--- src/rtl/wave_pwm_dac_pkg.sv ---
// wave_pwm_dac_pkg: shared waveform select encoding and default sample width
package wave_pwm_dac_pkg;
  localparam int WIDTH_DEF = 8;
  localparam logic [2:0] SEL_SQUARE     = 3'd0;
  localparam logic [2:0] SEL_TRIANGLE   = 3'd1;
  localparam logic [2:0] SEL_SINE       = 3'd2;
  localparam logic [2:0] SEL_FULL_RECT  = 3'd3;
  localparam logic [2:0] SEL_HALF_RECT  = 3'd4;
  localparam logic [2:0] SEL_RECIPROCAL = 3'd5;
endpackage

--- src/rtl/wave_pwm_dac_pwm_core.sv ---
// pwm_core: free-running counter, period-boundary duty latch, registered compare and tick
module pwm_core #(
  parameter int WIDTH = 8
) (
  input  logic             clk,
  input  logic             rst,
  input  logic [WIDTH-1:0] scaled,
  output logic             pwm_out,
  output logic             sample_tick,
  output logic [WIDTH-1:0] cur_sample
);
  logic [WIDTH-1:0] cnt;
  logic [WIDTH-1:0] duty;
  logic             last;
  assign last       = &cnt;
  assign cur_sample = duty;
  always_ff @(posedge clk) begin
    if (rst) begin
      cnt         <= '0;
      duty        <= '0;
      pwm_out     <= 1'b0;
      sample_tick <= 1'b0;
    end else begin
      cnt         <= cnt + 1'b1;
      pwm_out     <= cnt < duty;
      sample_tick <= last;
      duty        <= last ? scaled : duty;
    end
  end
endmodule

--- src/rtl/wave_pwm_dac.sv ---
// wave_pwm_dac: selects and attenuates a generator waveform and emits it as glitch-free PWM
module wave_pwm_dac
  import wave_pwm_dac_pkg::*;
#(
  parameter int WIDTH = WIDTH_DEF,
  parameter int AMP_W = 2
) (
  input  logic             clk,
  input  logic             rst,
  input  logic [2:0]       slc,
  input  logic [AMP_W-1:0] amp,
  input  logic [WIDTH-1:0] square,
  input  logic [WIDTH-1:0] triangle,
  input  logic [WIDTH-1:0] full_wave_rectified,
  input  logic [WIDTH-1:0] half_wave_rectified,
  input  logic [WIDTH-1:0] reciprocal,
  input  logic [WIDTH-1:0] sine,
  output logic             pwm_out,
  output logic             sample_tick,
  output logic [WIDTH-1:0] cur_sample
);
  logic [WIDTH-1:0] sel;
  logic [WIDTH-1:0] scaled;
  always_comb begin
    sel    = slc == SEL_SQUARE     ? square :
             slc == SEL_TRIANGLE   ? triangle :
             slc == SEL_SINE       ? sine :
             slc == SEL_FULL_RECT  ? full_wave_rectified :
             slc == SEL_HALF_RECT  ? half_wave_rectified :
             slc == SEL_RECIPROCAL ? reciprocal : '0;
    scaled = sel >> amp;
  end
  pwm_core #(.WIDTH(WIDTH)) u_core (
    .clk         (clk),
    .rst         (rst),
    .scaled      (scaled),
    .pwm_out     (pwm_out),
    .sample_tick (sample_tick),
    .cur_sample  (cur_sample)
  );
endmodule
--- config.mk ---
export PLATFORM = sky130hd
export DESIGN_NAME = wave_pwm_dac
export DESIGN_NICKNAME = d
export VERILOG_FILES = /design/src/rtl/wave_pwm_dac_pkg.sv /design/src/rtl/wave_pwm_dac_pwm_core.sv /design/src/rtl/wave_pwm_dac.sv
export SDC_FILE = /design/constraint.sdc
export NUM_CORES = 1
export LEC_CHECK = 0
export ABC_AREA = 1
export CORE_MARGIN = 2
export CORE_UTILIZATION = 38
export CTS_CLUSTER_SIZE = 16
export DETAILED_ROUTE_END_ITERATION = 7
export PLACE_DENSITY = 0.76
export SYNTH_ARGS = -nofsm -noshare
export SYNTH_HDL_FRONTEND = slang
export SYNTH_HIERARCHICAL = 1
export SYNTH_SLANG_ARGS = --single-unit
--- constraint.sdc ---
create_clock -name clk -period 1.4 [get_ports clk]
set_input_delay 0.21 -clock clk [delete_from_list [all_inputs] [get_ports clk]]
set_output_delay 0.21 -clock clk [all_outputs]
set_load 0.005 [all_outputs]
**After elaboration in Yosys (flattened, before gate mapping)**

Cells that the tools add are included.

- Flip-flop bits (word level): 18
- Output and inout port bits: 10

- Add/sub/neg operators: 1
- $lt $le $gt $ge: 1
- Equal/unequal tests: 5
- Shift operators: 1
- Muxes and demuxes: 6
- Reductions and logical operators: 2

Operator list:

| operator | number |
|---|---|
| 8-bit two-way mux | 6 |
| 8-bit by 1-bit adder with 8-bit output, second input constant | 1 |
| 8-bit < comparator | 1 |
| 8-bit AND reduction | 1 |
| 8-bit by 2-bit right shift with 8-bit output | 1 |
| 3-bit by 2-bit equality test with 1-bit output, second input constant | 2 |
| 3-bit equality test, second input constant | 2 |
| 3-bit by 1-bit equality test with 1-bit output, second input constant | 1 |
| 3-bit zero test | 1 |

**Depth between registers and ports, before layout**

- Depth after elaboration: 8
- Depth in mapped cells: 10

**By module**

The synthesis kept the hierarchy.

By module, submodules not included:

| module | instances | cells each | area an instance (um^2) | seq. area each (um^2) |
|---|---|---|---|---|
| pwm_core | 1 | 113 | 877.1 | 360.3 |
| wave_pwm_dac | 1 | 126 | 626.9 | 0.0 |

**Worst setup path after synthesis**

No wires, ideal clock.

- Kind: input port to flip-flop
- Start point: in slc[0]
- End point: reg u_core.duty[6] (netlist: u_core/cur_sample[6])
- Library setup time: 0.071 ns
- Data arrival time: 1.253 ns
- Required time: 1.329 ns
- Setup slack: 0.077 ns
- Stages: 10
- Buffers on the path: 1
- Cell sequence: buf_6 > nor2_1 > nand3_1 > nand3_1 > nor2_1 > nand4_1 > nand2_1 > nor2_2 > nand3_1 > a21oi_1

- Word-level cells in the longest chain between the ends: 8

Ends and longest elaborated chain:

| item | line | text |
|---|---|---|
| from (decl) | wave_pwm_dac.sv:10 | `input logic [2:0] slc,` |
| 3-bit equality test | wave_pwm_dac.sv:30 | `slc == SEL_RECIPROCAL ? reciprocal : '0;` |
| 8-bit two-way mux | wave_pwm_dac.sv:30 |  |
| 8-bit two-way mux | wave_pwm_dac.sv:29 | `slc == SEL_HALF_RECT ? half_wave_rectified :` |
| 8-bit two-way mux | wave_pwm_dac.sv:28 | `slc == SEL_FULL_RECT ? full_wave_rectified :` |
| 8-bit two-way mux | wave_pwm_dac.sv:27 | `slc == SEL_SINE ? sine :` |
| 8-bit two-way mux | wave_pwm_dac.sv:26 | `slc == SEL_TRIANGLE ? triangle :` |
| 8-bit two-way mux (*) | wave_pwm_dac.sv:25 | `sel = slc == SEL_SQUARE ? square :` |
| 8-bit by 2-bit right shift with 8-bit output (*) | wave_pwm_dac.sv:31 | `scaled = sel >> amp;` |
| net scaled[6] | wave_pwm_dac.sv:23 | `logic [WIDTH-1:0] scaled;` |
| to (signal assigned) | wave_pwm_dac_pwm_core.sv:27 | `duty <= last ? scaled : duty;` |
| to (decl) | wave_pwm_dac_pwm_core.sv:13 | `logic [WIDTH-1:0] duty;` |

Mark *: on every way through the listed nets, which the timed path passes. The rest lies on a longest branch.
A chain may end at the register's enable or synchronous reset.

**Worst setup path in the final report**

- Start point: reg u_core.duty[7] (netlist: u_core/cur_sample[7])
- End point: out cur_sample[7]

RTL lines:

| item | line | text |
|---|---|---|
| to (decl) | wave_pwm_dac.sv:20 | `output logic [WIDTH-1:0] cur_sample` |

No word-level cell between the ends.

==> metrics <==
ranking of synthesized cells by area dfxtp_1 24%, nand4_1 13%, nand3_1 13%; Synth top cells by count 50 x nand2_1, 38 x nand3_1, 32 x nand4_1, 27 x nor2_1, 22 x inv_1; number of synthesized flops with an enable pin 0; GR Overflow Total 0; Max FO, Critical Path 3; MaxCap Viol Count 0; WL/cell 12.4 um; cell with the most instances after synthesis nand2_1; Util after Layout 65.1%; endpoint class of the critical path output port; final setup vio count 0; H-tree depth 1; HP Class reg -> reg; worst path cell trace clkdlybuf4s50_1; Synth Instances 239; vias in the first global route 1745; initial antenna violation count 0; Pint slightly above 1 mW; hold bufs inserted after CTS 0; asr flop ratio synth 0%; first-pass GRT wire length a little under 8000 um; syn_area_per_cell 6.29 um2; Num CTS Buffers 3; layout cells sized above 1 15.7%; Die Width 66.9 um; post-synth top area cell dfxtp_1; critical path's slowest cell clkdlybuf4s50_1; syn_nets between 300 and 400; Worst-Margin Slew 288 ps; CTS max path bufs 2; Net count, final 382; post-DR vias/cell 5.29; clock power share between 30 and 40%; Psw 0.370 mW; Mapped Area approximately 1500 um2; sequential-to-total area share from yosys stat 24.0%; combinational share of power 31.2%; chip height 66.9 um; delay-heaviest family, CP buffers and inverters; Synth cell types 25; DRT Wirelength 4530 um; CP bufs+invs 1; Seq pwr share 38.1%; CP arrival 1150 ps; Fin. Hold Viols 0; largest net degree at the start of global routing 15; Top Ports 65; Slew Limit Headroom 80.8%; HPWL Detailed 3720 um; Pwr per Cell Area 570 nW/um2; Placed Cells 360; gr usage total 22.3%; vias 1937; die area 4480 um2; Req. time, crit path 1190 ps; Slowest Stage Delay on Critical Path 520 ps; Switching Share between 20% and 30%; Setup crit start kind register; Leak 1.03 nW; Worst-Skew Late Latency 250 ps; Root Driver clkbuf_8; flop2flop setup slack about 120 ps; Worst Setup Path Type reg -> out; GP Congestion between 0.8 and 0.9; Final period util 97.2%; peak supply drop 468 uV; Antenna Cells 0; Rows 22; outcome finished clean; #FFs+latches synth 18; Synthesis Warnings 6; clk_skew between 1.5 and 2 ps; Core ar. ~3700 um2; fmax 0.735 GHz; clock slew at reported path FFs 70 ps; CTS tree yes; Syn-to-layout area delta 62.0%; min Tclk post-route 1360 ps; DRC 0; Main synth FF type dfxtp_1; post-route antenna net violation count 0; Initial Utilization 40.2%; top cell type's share of synthesized area roughly a quarter; setup TNS 0 ps; fin. max-slew vios 0; DRT iter0 DRCs 143; final non-filler cell total about 370; first drt pass iteration count 4; PortBufs 64; clock sinks 18
kinds of logic (layout without fill, tap and decap cells):
logic type / Yosys count / in the layout / synth area share (%)
buffers and inverters: 36 / 115 / 10.8
AO/OA/AOI/OAI: 20 / 20 / 6.99
AND/OR/NAND/NOR: 157 / 157 / 51.6
flip-flops: 18 / 18 / 24.0
adder cells (fa/ha/maj): 8 / 8 / 6.66
per-stage QoR:
step	instance area, um2	power [mW]	worst slack, ps	hold WS [ps]
after floorplan	1500	0.719	76.6	279
after global placement	2290	0.945	-528	475
after detailed placement	2290	0.951	-560	468
after CTS	2350	1.38	16.3	499
after global routing	2440	1.47	-36.0	512
final	2440	1.39	38.6	489
final cells by class:
cell class | count | area [um2]
Tap cell | 48 | 60.1
Multi-Input combinational cell | 185 | 1030
Fill cell | 358 | 1310
Clock buffer | 4 | 55.1
Inverter | 27 | 106
Sequential cell | 18 | 360
Timing Repair Buffer | 84 | 828
layout by cell type (no fill, tap or decap):
master           count
a21oi_1             12
a21oi_2              4
buf_12               3
buf_4               13
buf_6                4
clkbuf_2             3
clkbuf_8             4
clkdlybuf4s50_1     61
clkinv_2             1
clkinvlp_4           1
dfxtp_1             18
ha_1                 8
inv_1               22
inv_2                3
nand2_1             48
nand2_2              4
nand2_4              1
nand3_1             38
nand3_2              1
nand4_1             32
nor2_1              24
nor2_2               3
nor2_4               2
nor2_8               1
nor3_1               1
nor3_4               2
o21a_1               1
o21ai_0              2
o21bai_1             1
final timing paths:
| kind | cells past startpoint | end | from |
|---|---|---|---|
| max | 1 | cur_sample[7] | u_core/cur_sample[7]$_SDFFE_PP0P_ |
| min | 2 | u_core/cur_sample[0]$_SDFFE_PP0P_ | u_core/cur_sample[0]$_SDFFE_PP0P_ |
| max reg2reg | 6 | u_core/cur_sample[6]$_SDFFE_PP0P_ | u_core/cnt[1]$_SDFF_PP0_ |
| min reg2reg | 2 | u_core/cur_sample[0]$_SDFFE_PP0P_ | u_core/cur_sample[0]$_SDFFE_PP0P_ |
flip-flops by register name (all words and copies together), names as in the netlist:
register and cells:
u_core/cnt 8, u_core/cur_sample 8, u_core/pwm_out 1, u_core/sample_tick 1
repair_timing:
action,4_1_cts,5_1_grt
setup buffers,0,2
gates resized for setup,7,20
pin swaps,1,13
endpoints found under the setup margin,8,9
per-layer routing:
layer / wire length [um] / share of wire [%] / GRT usage [%]
met5: 0 / 0 / 0
met4: 73 / 1.6 / 5.10
met3: 268 / 5.9 / 3.89
met2: 2210 / 49 / 37.6
met1: 1970 / 44 / 29.5
power by group through the flow:
stage | registers, mW | clock network, mW | logic [mW]
final | 0.528 | 0.427 | 0.433
after global placement | 0.540 | 0 | 0.405
after floorplan | 0.540 | 0 | 0.179
after CTS | 0.528 | 0.439 | 0.413
after detailed placement | 0.540 | 0 | 0.411
after global routing | 0.529 | 0.459 | 0.482
(Power assumes the default switching activity.)
==> RTL change (config.mk and constraints unchanged) <==
`AMP_W`: 2 -> 4.
--- a/src/rtl/wave_pwm_dac.sv
+++ b/src/rtl/wave_pwm_dac.sv
@@ -3,7 +3,7 @@
   import wave_pwm_dac_pkg::*;
 #(
   parameter int WIDTH = WIDTH_DEF,
-  parameter int AMP_W = 2
+  parameter int AMP_W = 4
 ) (
   input  logic             clk,
   input  logic             rst,
Ports: changed (resized amp); port bits go from 65 to 67. No check against the original RTL was run, so the function may have changed too.
==> RTL change against the original RTL <==
The run now ends with setup timing left. Synthesized cell count rose by 8.8%. Clock skew rose by 0.0027 ns. Routed wire length rose by 15%. Utilization rose by 4.6 points. Worst setup slack got worse by 0.046 ns. Final area rose by 14%. Synthesized area rose by 5.6%. Power rose by 8.1%. Final cell count rose by 8.7%. Critical path depth rose by 10. Hold slack improved by 0.0021 ns. Register-to-register slack got worse by 0.02 ns. Sequential cell count did not move. Critical endpoint is now u_core/cur_sample[3].
==> RTL change: results (changes against the original RTL) <==
initialDrtViolationCount: 100  # was 143
critical_path.reg2reg.endpoint: "u_core/cnt[6]"  # was u_core/cur_sample[6]
timing.slew.headroom_pct: 82.4  # was 80.8%
comb_cell_power_uw: 541  # was 433 uW
routed-via-count: 2045  # was 1937
average_size_of_a_mapped_cell_um2: 6.11  # was 6.29 um^2
cp-startpoint: "half_wave_rectified[4]"  # was u_core/cur_sample[7]
synthesis.area_um2: 1590  # was 1500 um^2
seq_cell_count: 18  # unchanged
synthesis.nets: 325  # was 302
wire_length_of_the_first_global_routing_pass_mm: 8.01  # was 7.71 mm
seq_power_share_pct: 35.3  # was 38.1%
critPathCapture: "u_core/cur_sample[3]"  # was cur_sample[7]
drive_above_1_share_pct: 25.6  # was 15.7%
hp-start: "u_core/cur_sample[2]"  # was u_core/cur_sample[0]
detailed_place_hpwl_mm: 3.81  # was 3.72 mm
multi_input_comb_cells: 205  # was 185
filler_cell_count: 334  # was 358
timing.final.setup_violations: 1  # was 0
violated_checks: "setup timing"
synth-seq-area-share_pct: 22.7  # was 24.0%
inverters_excl_clock: 30  # was 27
grtUsageTotal_pct: 22.2  # was 22.3%
total_area_of_multi_input_combinational_cells_um2: 1250  # was 1030 um^2
max_stage_delay_ns: 0.48  # was 0.52 ns
gp_congestion: 0.854  # was 0.896
clock-skew-final_ns: 0.00458  # was 0.00186 ns
yosysUniqueCellTypes: 28  # was 25
leakagePower_uw: 0.00128  # was 0.00103 uW
non_clock_buffer_area_share_pct: 33.3  # was 34.0%
area_growth_pct: 75.6  # was 62.0%
cellPowerDensity_nw_per_um2: 538  # was 570 nW/um^2
regToRegSetupSlack_ns: 0.10  # was 0.12 ns
cpLargestDelayFamily: "simple AND/OR/NAND/NOR gates"  # was buffers and inverters
critPathMaxFanout: 2  # was 3
timing.hold.worst_endpoint: "u_core/cur_sample[2]"  # was u_core/cur_sample[0]
layout_net_count: 414  # was 382
vias_in_the_first_global_route: 1812  # was 1745
finalWorstSetupSlack_ns: -0.00690  # was 0.0386 ns
cp_data_arrival_time_ns: 1.60  # was 1.15 ns
outcome: "finished with violations"  # was finished clean
port_buffers: 66  # was 64
grt_start_max_net_pins: 14  # was 15
synth_common_cells: "69 x sky130_fd_sc_hd__nand2_1, 45 x sky130_fd_sc_hd__nand3_1, 25 x sky130_fd_sc_hd__nor2_1"  # was 50 x sky130_fd_sc_hd__nand2_1, 38 x sky130_fd_sc_hd__nand3_1, 32 x sky130_fd_sc_hd__nand4_1
-- RTL change: changes by cell type after synthesis, sizes merged, moves of 2 or more --
cell,delta
nand2,+20
nand4,-12
nand3,+7
o21ai,+4
or2,+4
clkbuf,-3
inv,+3
nor2,-2
nor3,-2
-- RTL change: what timing repair did --
item	in CTS	in global routing
setup buffers	4	5
resized for setup	29	59
setup endpoints to repair	8	10
pin swaps	22	55
-- RTL change: per-layer routing --
layer	vias up	GRT usage (%)	share of wire, %
met2	70	39.4	51
li1	1048	-	-
met1	913	26.8	41
met3	14	4.38	4.9
met5	-	0	0
met4	0	7.00	2.6
-- RTL change: logic make-up (layout without fill, tap and decap cells) --
kind of cell | count (synthesis) | in the layout | share of synthesized area, %
adders and majority gates | 8 | 8 | 6.30
DFF | 18 | 18 | 22.7
buffers and inverters | 37 | 125 | 10.2
AOI/OAI and AO/OA | 25 | 25 | 8.20
and+or+nand+nor | 172 | 172 | 52.6
